$ cat config.mk
export PLATFORM = sky130hd
export DESIGN_NAME = fica_seq
export DESIGN_NICKNAME = d
export VERILOG_FILES = /design/src/rtl/fica_pkg.sv /design/src/rtl/fica_seq_vpipe.sv /design/src/rtl/fica_seq.sv
export SDC_FILE = /design/constraint.sdc
export NUM_CORES = 1
export LEC_CHECK = 0
export ABC_CLOCK_PERIOD_IN_PS = 1600
export BUFFER_PORTS_ARGS = -buffer_cell sky130_fd_sc_hd__buf_2
export CAP_MARGIN = 0
export CORE_AREA = 3 3 52 64
export DETAILED_ROUTE_END_ITERATION = 10
export DIE_AREA = 0 0 55 67
export PLACE_DENSITY = 0.71
export SLEW_MARGIN = 20
export SYNTH_ARGS = -nofsm -noshare
export SYNTH_HDL_FRONTEND = slang
export SYNTH_SLANG_ARGS = --single-unit
$ cat constraint.sdc
create_clock -name clk_seq -period 1.6 [get_ports clk_seq]
set_input_delay 0.32 -clock clk_seq [delete_from_list [all_inputs] [get_ports clk_seq]]
set_output_delay 0.32 -clock clk_seq [all_outputs]
set_load 0.005 [all_outputs]
$ cat src/rtl/fica_pkg.sv
// fica_pkg: shared types and defaults for the FastICA sequencer.
// Holds the FSM encoding, parameter defaults and MUL pipe depth.
package fica_pkg;

  localparam int DEF_NUM_BATCH = 64;
  localparam int DEF_MAX_ITER  = 32;
  localparam int PIPE_DEPTH    = 4;

  typedef enum logic [2:0] {
    S_IDLE,
    S_FILL,
    S_DRAIN,
    S_NORM,
    S_CHECK,
    S_FIN
  } state_t;

endpackage

$ cat src/rtl/fica_seq_vpipe.sv
// fica_vpipe: valid shift register tracking issued blocks
// through the RAM read and the three MUL stages.
module fica_vpipe
  import fica_pkg::*;
#(
  parameter int DEPTH = PIPE_DEPTH
) (
  input  logic             clk,
  input  logic             rst_n,
  input  logic             issue,
  input  logic             flush,
  output logic [DEPTH-1:0] v
);

  always_ff @(posedge clk) begin
    if (!rst_n || flush) begin
      v <= '0;
    end else begin
      v <= {v[DEPTH-2:0], issue};
    end
  end

endmodule

$ cat src/rtl/fica_seq.sv
// fica_seq: FastICA iteration sequencer.
// Streams blocks, drains the MUL pipe, runs the normaliser, loops.
module fica_seq
  import fica_pkg::*;
#(
  parameter int NUM_BATCH = DEF_NUM_BATCH,
  parameter int MAX_ITER  = DEF_MAX_ITER
) (
  input  logic                         clk_seq,
  input  logic                         rstn_seq,
  input  logic                         start,
  input  logic                         abort,
  input  logic                         src_valid,
  input  logic                         norm_done,
  input  logic                         conv_in,
  output logic [$clog2(NUM_BATCH)-1:0] batch_addr,
  output logic                         en_mul1,
  output logic                         en_mul2,
  output logic                         en_mul3,
  output logic                         en_acc,
  output logic                         acc_clr,
  output logic                         norm_start,
  output logic [7:0]                   iter_cnt,
  output logic                         busy,
  output logic                         done,
  output logic                         converged,
  output logic                         timeout
);

  localparam int AW = $clog2(NUM_BATCH);
  localparam logic [AW-1:0] LAST_ADDR = AW'(NUM_BATCH - 1);
  localparam logic [7:0] LAST_ITER = 8'(MAX_ITER - 1);

  state_t state;
  state_t state_d;

  logic [AW-1:0]         addr_d;
  logic [7:0]            iter_d;
  logic                  conv_q;
  logic                  conv_d;
  logic                  cvg_d;
  logic                  tmo_d;
  logic                  clr_d;
  logic                  nst_d;
  logic                  issue;
  logic [PIPE_DEPTH-1:0] v;

  fica_vpipe #(
    .DEPTH(PIPE_DEPTH)
  ) u_vpipe (
    .clk  (clk_seq),
    .rst_n(rstn_seq),
    .issue(issue),
    .flush(abort),
    .v    (v)
  );

  assign en_mul1 = v[0];
  assign en_mul2 = v[1];
  assign en_mul3 = v[2];
  assign en_acc  = v[3];
  assign busy    = (state != S_IDLE);
  assign done    = (state == S_FIN);

  always_ff @(posedge clk_seq) begin
    if (!rstn_seq) begin
      state      <= S_IDLE;
      batch_addr <= '0;
      iter_cnt   <= '0;
      conv_q     <= 1'b0;
      converged  <= 1'b0;
      timeout    <= 1'b0;
      acc_clr    <= 1'b0;
      norm_start <= 1'b0;
    end else begin
      state      <= state_d;
      batch_addr <= addr_d;
      iter_cnt   <= iter_d;
      conv_q     <= conv_d;
      converged  <= cvg_d;
      timeout    <= tmo_d;
      acc_clr    <= clr_d;
      norm_start <= nst_d;
    end
  end

  always_comb begin
    state_d = state;
    addr_d  = batch_addr;
    iter_d  = iter_cnt;
    conv_d  = conv_q;
    cvg_d   = converged;
    tmo_d   = timeout;
    clr_d   = 1'b0;
    nst_d   = 1'b0;
    issue   = 1'b0;
    if (abort) begin
      state_d = S_IDLE;
      addr_d  = '0;
      iter_d  = '0;
      conv_d  = 1'b0;
      cvg_d   = 1'b0;
      tmo_d   = 1'b0;
    end else begin
      unique case (state)
        S_IDLE: begin
          if (start) begin
            state_d = S_FILL;
            clr_d   = 1'b1;
            addr_d  = '0;
            iter_d  = '0;
            conv_d  = 1'b0;
            cvg_d   = 1'b0;
            tmo_d   = 1'b0;
          end
        end
        S_FILL: begin
          if (src_valid) begin
            issue = 1'b1;
            if (batch_addr == LAST_ADDR) begin
              addr_d  = '0;
              state_d = S_DRAIN;
            end else begin
              addr_d = batch_addr + 1'b1;
            end
          end
        end
        S_DRAIN: begin
          // wait until the last block has reached the accumulator
          if (v == '0) begin
            nst_d   = 1'b1;
            state_d = S_NORM;
          end
        end
        S_NORM: begin
          if (norm_done) begin
            conv_d  = conv_in;
            state_d = S_CHECK;
          end
        end
        S_CHECK: begin
          if (conv_q) begin
            cvg_d   = 1'b1;
            state_d = S_FIN;
          end else if (iter_cnt == LAST_ITER) begin
            tmo_d   = 1'b1;
            state_d = S_FIN;
          end else begin
            iter_d  = iter_cnt + 8'd1;
            clr_d   = 1'b1;
            state_d = S_FILL;
          end
        end
        S_FIN: begin
          state_d = S_IDLE;
        end
        default: begin
          state_d = S_IDLE;
        end
      endcase
    end
  end

endmodule

==> metrics.md <==
| Metric | Value |
|---|---|
| Max-cap violations | 0 |
| Synthesis warning total | 0 |
| Cell Area, Synth | between 1000 and 1500 um2 |
| Synth Register Bits | 26 |
| Asr flop ratio synth | 0% |
| Largest net degree at the start of global routing | 15 |
| Most used flip-flop cell after synthesis | dfxtp_1 |
| Leading area contributor after synthesis | dfxtp_1 |
| Max layer used | met4 |
| Antenna fix cells | 0 |
| H-tree depth reported by CTS | 1 |
| Commonest cells post-synth | dfxtp_1 (26), nor2_1 (16) |
| I/O pin total | 31 |
| Leakage dissipation | approximately 0.72 nW |
| Data arrival time of the critical path | 1.31 ns |
| Startpoint of the most critical setup path | state[0] |
| Mean instance size in the synthesized netlist | 8.838 um2 |
| Maximum clock insertion buffer count | 2 |
| Total power density per cell area | 646.0 nW/um2 |
| Row count | 21 |
| Met3 wire length | between 100 and 150 um |
| Minimum period implied by the final worst setup slack | about 1.6 ns |
| Proportion of netlist area held by the largest area contributor | roughly two fifths |
| Register area share after synthesis | between 40% and 50% |
| Routed vias/inst | 5.606 |
| Antenna violations before repair | 0 |
| Post-synthesis cell count | approximately 140 |
| Overflow left after global routing | 0 |
| Layout filler cell count | between 200 and 300 |
| Worst slew margin | a little over two thirds |
| Peak fanout along the critical path | 8 |
| Layout cell share with drive strength beyond 1 | around 36% |
| Post-synthesis to final-layout area growth | 31.51% |
| Post-Layout Cell Count | between 200 and 250 |
| Number of different library cells in the post-synthesis netlist | 44 |
| Type of the worst setup path | flop to primary output |
| Global-route wire length before repair | roughly 5200 um |
| Full die area | about 3700 um2 |
| Number of buffers created by CTS | 3 |
| Final instance area | around 1700 um2 |
| Maximum ir drop on the vdd rail | slightly above 0.4 mV |
| Failing checks | setup timing |
| Aggregate global-route resource usage | roughly a fifth |
| First-pass iteration count of the detailed router | 4 |
| Final hold violations | 0 |
| Post-Synthesis Net Count | 151 |
| Sort of element at the start of the critical path | flop |
| Post-cts hold buffer count | 0 |
| Count of buffers from port buffering | 30 |
| Number of enable-type register cells in the synthesized netlist | 0 |
| Drt wl/cell | about 14 um |
| Finish-stage setup viols | 1 |
| Clock Sink Count | 26 |
| TritonCTS clock tree | built |
| Number of slew-limit violations in the final report | 0 |
| Placed Instances | 215 |
| Register clock-pin slew on the reported worst setup and hold paths | 0.14 ns |
| Crit end category | primary output |
| Chip Width | 55 um |
| Largest cells by area after synthesis | dfxtp_1 (41%), nor2_1 (4.8%), xor2_1 (3.5%) |
| Aggregate routed wire length | between 3000 and 4000 um |
| Critical R2R Launch | state[0] |
| Post-Route M1 WL | approximately 1300 um |
| GPL Wtd Cong | 0.8188 |
| Dpl cell area | ~1500 um2 |
| Remaining number of nets flagged by the antenna check after routing | 0 |
| Hold_ws | about 0.27 ns |
| Clock tree root driver cell | clkbuf_4 |
| Actual slew at the worst max-slew pin | 0.4367 ns |
| Data required time of the critical path | 1.28 ns |
| Post-layout worst setup margin | -0.03248 ns |
| Critical hold path startpoint | src_valid |
| Most common cell in the netlist | dfxtp_1 |
| Clock insertion delay at the later pin of the skew report | about 0.33 ns |
| Post-layout nets | 202 |
| Final cycle utilization of the critical path | 102.0% |
| Half-perimeter wire length after detailed placement | 2378 um |
| Routed length on met2 | roughly 1700 um |
| Layout Skew | roughly 0.013 ns |
| Via count of the first global-routing pass | approximately 1100 |
| Setup Total Neg Slack | -0.03248 ns |
| Post-route total power | about 1.1 mW |
| Worst min-delay path class | input pin to flop |
| Count of vias placed by the detailed router | about 1300 |
| Run status | complete, but fails checks |
| Number of design rule violations left after detail routing | 0 |
| First DRT Iteration DRCs | 34 |
| Initial core utilization | 45.06% |
| Core Box Area | 2785 um2 |
| Top achievable clock speed | just over 0.6 GHz |
| Overall die height | 67 um |
| RSZ-0062 raised after global routing | true |
-- cells in the final DEF (no fill, tap or decap), types with 3 or more instances in the layout --
cell       instances
xor2_1             5
and2_1             4
buf_2             29
a21oi_1            5
a211oi_1           3
nand4_1            5
nand3_1            5
dfxtp_2            3
inv_1              6
and3_1             4
nor2_1            15
buf_4             18
nand2_1            6
o2bb2ai_1          4
dfxtp_1           22
o21ai_0            5
a22oi_1            5
clkbuf_4           3
buf_6              4
-- timing repair --
action / 4_1_cts / 5_1_grt
endpoints found under the setup margin: 2 / 7
setup buffers: 2 / 5
hold endpoints to repair: 0 / 0
pin swaps: 1 / 7
resized for setup: 6 / 7
-- worst max-delay path, cell delays in order, from the launching register on --
cell     delay (ns)
dfxtp_4        0.38
buf_6          0.13
or3_4          0.36
buf_6          0.12
-- final timing paths --
| kind | endpoint | slack [ns] | cells past startpoint |
|---|---|---|---|
| hold / removal | u_vpipe.v[0] | 0.27 | 2 |
| setup reg to reg | iter_cnt[1] | 0.06 | 5 |
| setup / recovery | busy | -0.03 | 3 |
| hold reg to reg | iter_cnt[0] | 0.48 | 1 |
-- registers in the layout, summed over array words and instances, names as in the netlist --
register	count
acc_clr	1
batch_addr	6
conv_q	1
converged	1
iter_cnt	8
norm_start	1
state	3
timeout	1
u_vpipe.v	4
-- power breakdown --
part	switching, mW	internal [mW]
clock	0.192	0.139
sequential	0.00324	0.650
combinational	0.0437	0.0374
total	0.239	0.827
-- per-layer routing --
layer	global-route usage (%)	vias to the layer above
met1	22.16	600
li1	-	623
met4	10.03	0
met5	0	-
met2	33.88	36
met3	2.908	8
-- per-stage QoR --
stage / util, % / setup slack [ns]
5_1_grt: 59.25 / -0.08886
3_3_place_gp: 54.81 / 0.1115
6_report: 59.25 / -0.03248
4_1_cts: 57.32 / -0.05680
2_1_floorplan: - / 0.04994
3_5_place_dp: 54.81 / 0.03793
-- area by class of cell --
| class | instances | area [um2] | area share, % |
|---|---|---|---|
| multi-input combinational | 105 | 695.7 | 42.15 |
| sequential | 26 | 528.0 | 31.99 |
| timing repair buffer | 51 | 325.3 | 19.71 |
| tap | 34 | 42.54 | 2.578 |
| clock buffer | 4 | 36.28 | 2.199 |
| inverter | 6 | 22.52 | 1.365 |
-- kinds of logic after synthesis --
| logic type | Yosys count | synth area share, % |
|---|---|---|
| muxes | 2 | 1.695 |
| xor gates and xnor gates | 5 | 3.489 |
| and+or+nand+nor | 61 | 27.92 |
| adders and majority gates | 2 | 1.994 |
| AOI/OAI and AO/OA | 35 | 19.54 |
| buffers and inverters | 11 | 3.888 |
| DFF | 26 | 41.48 |
(Power assumes the default switching activity.)
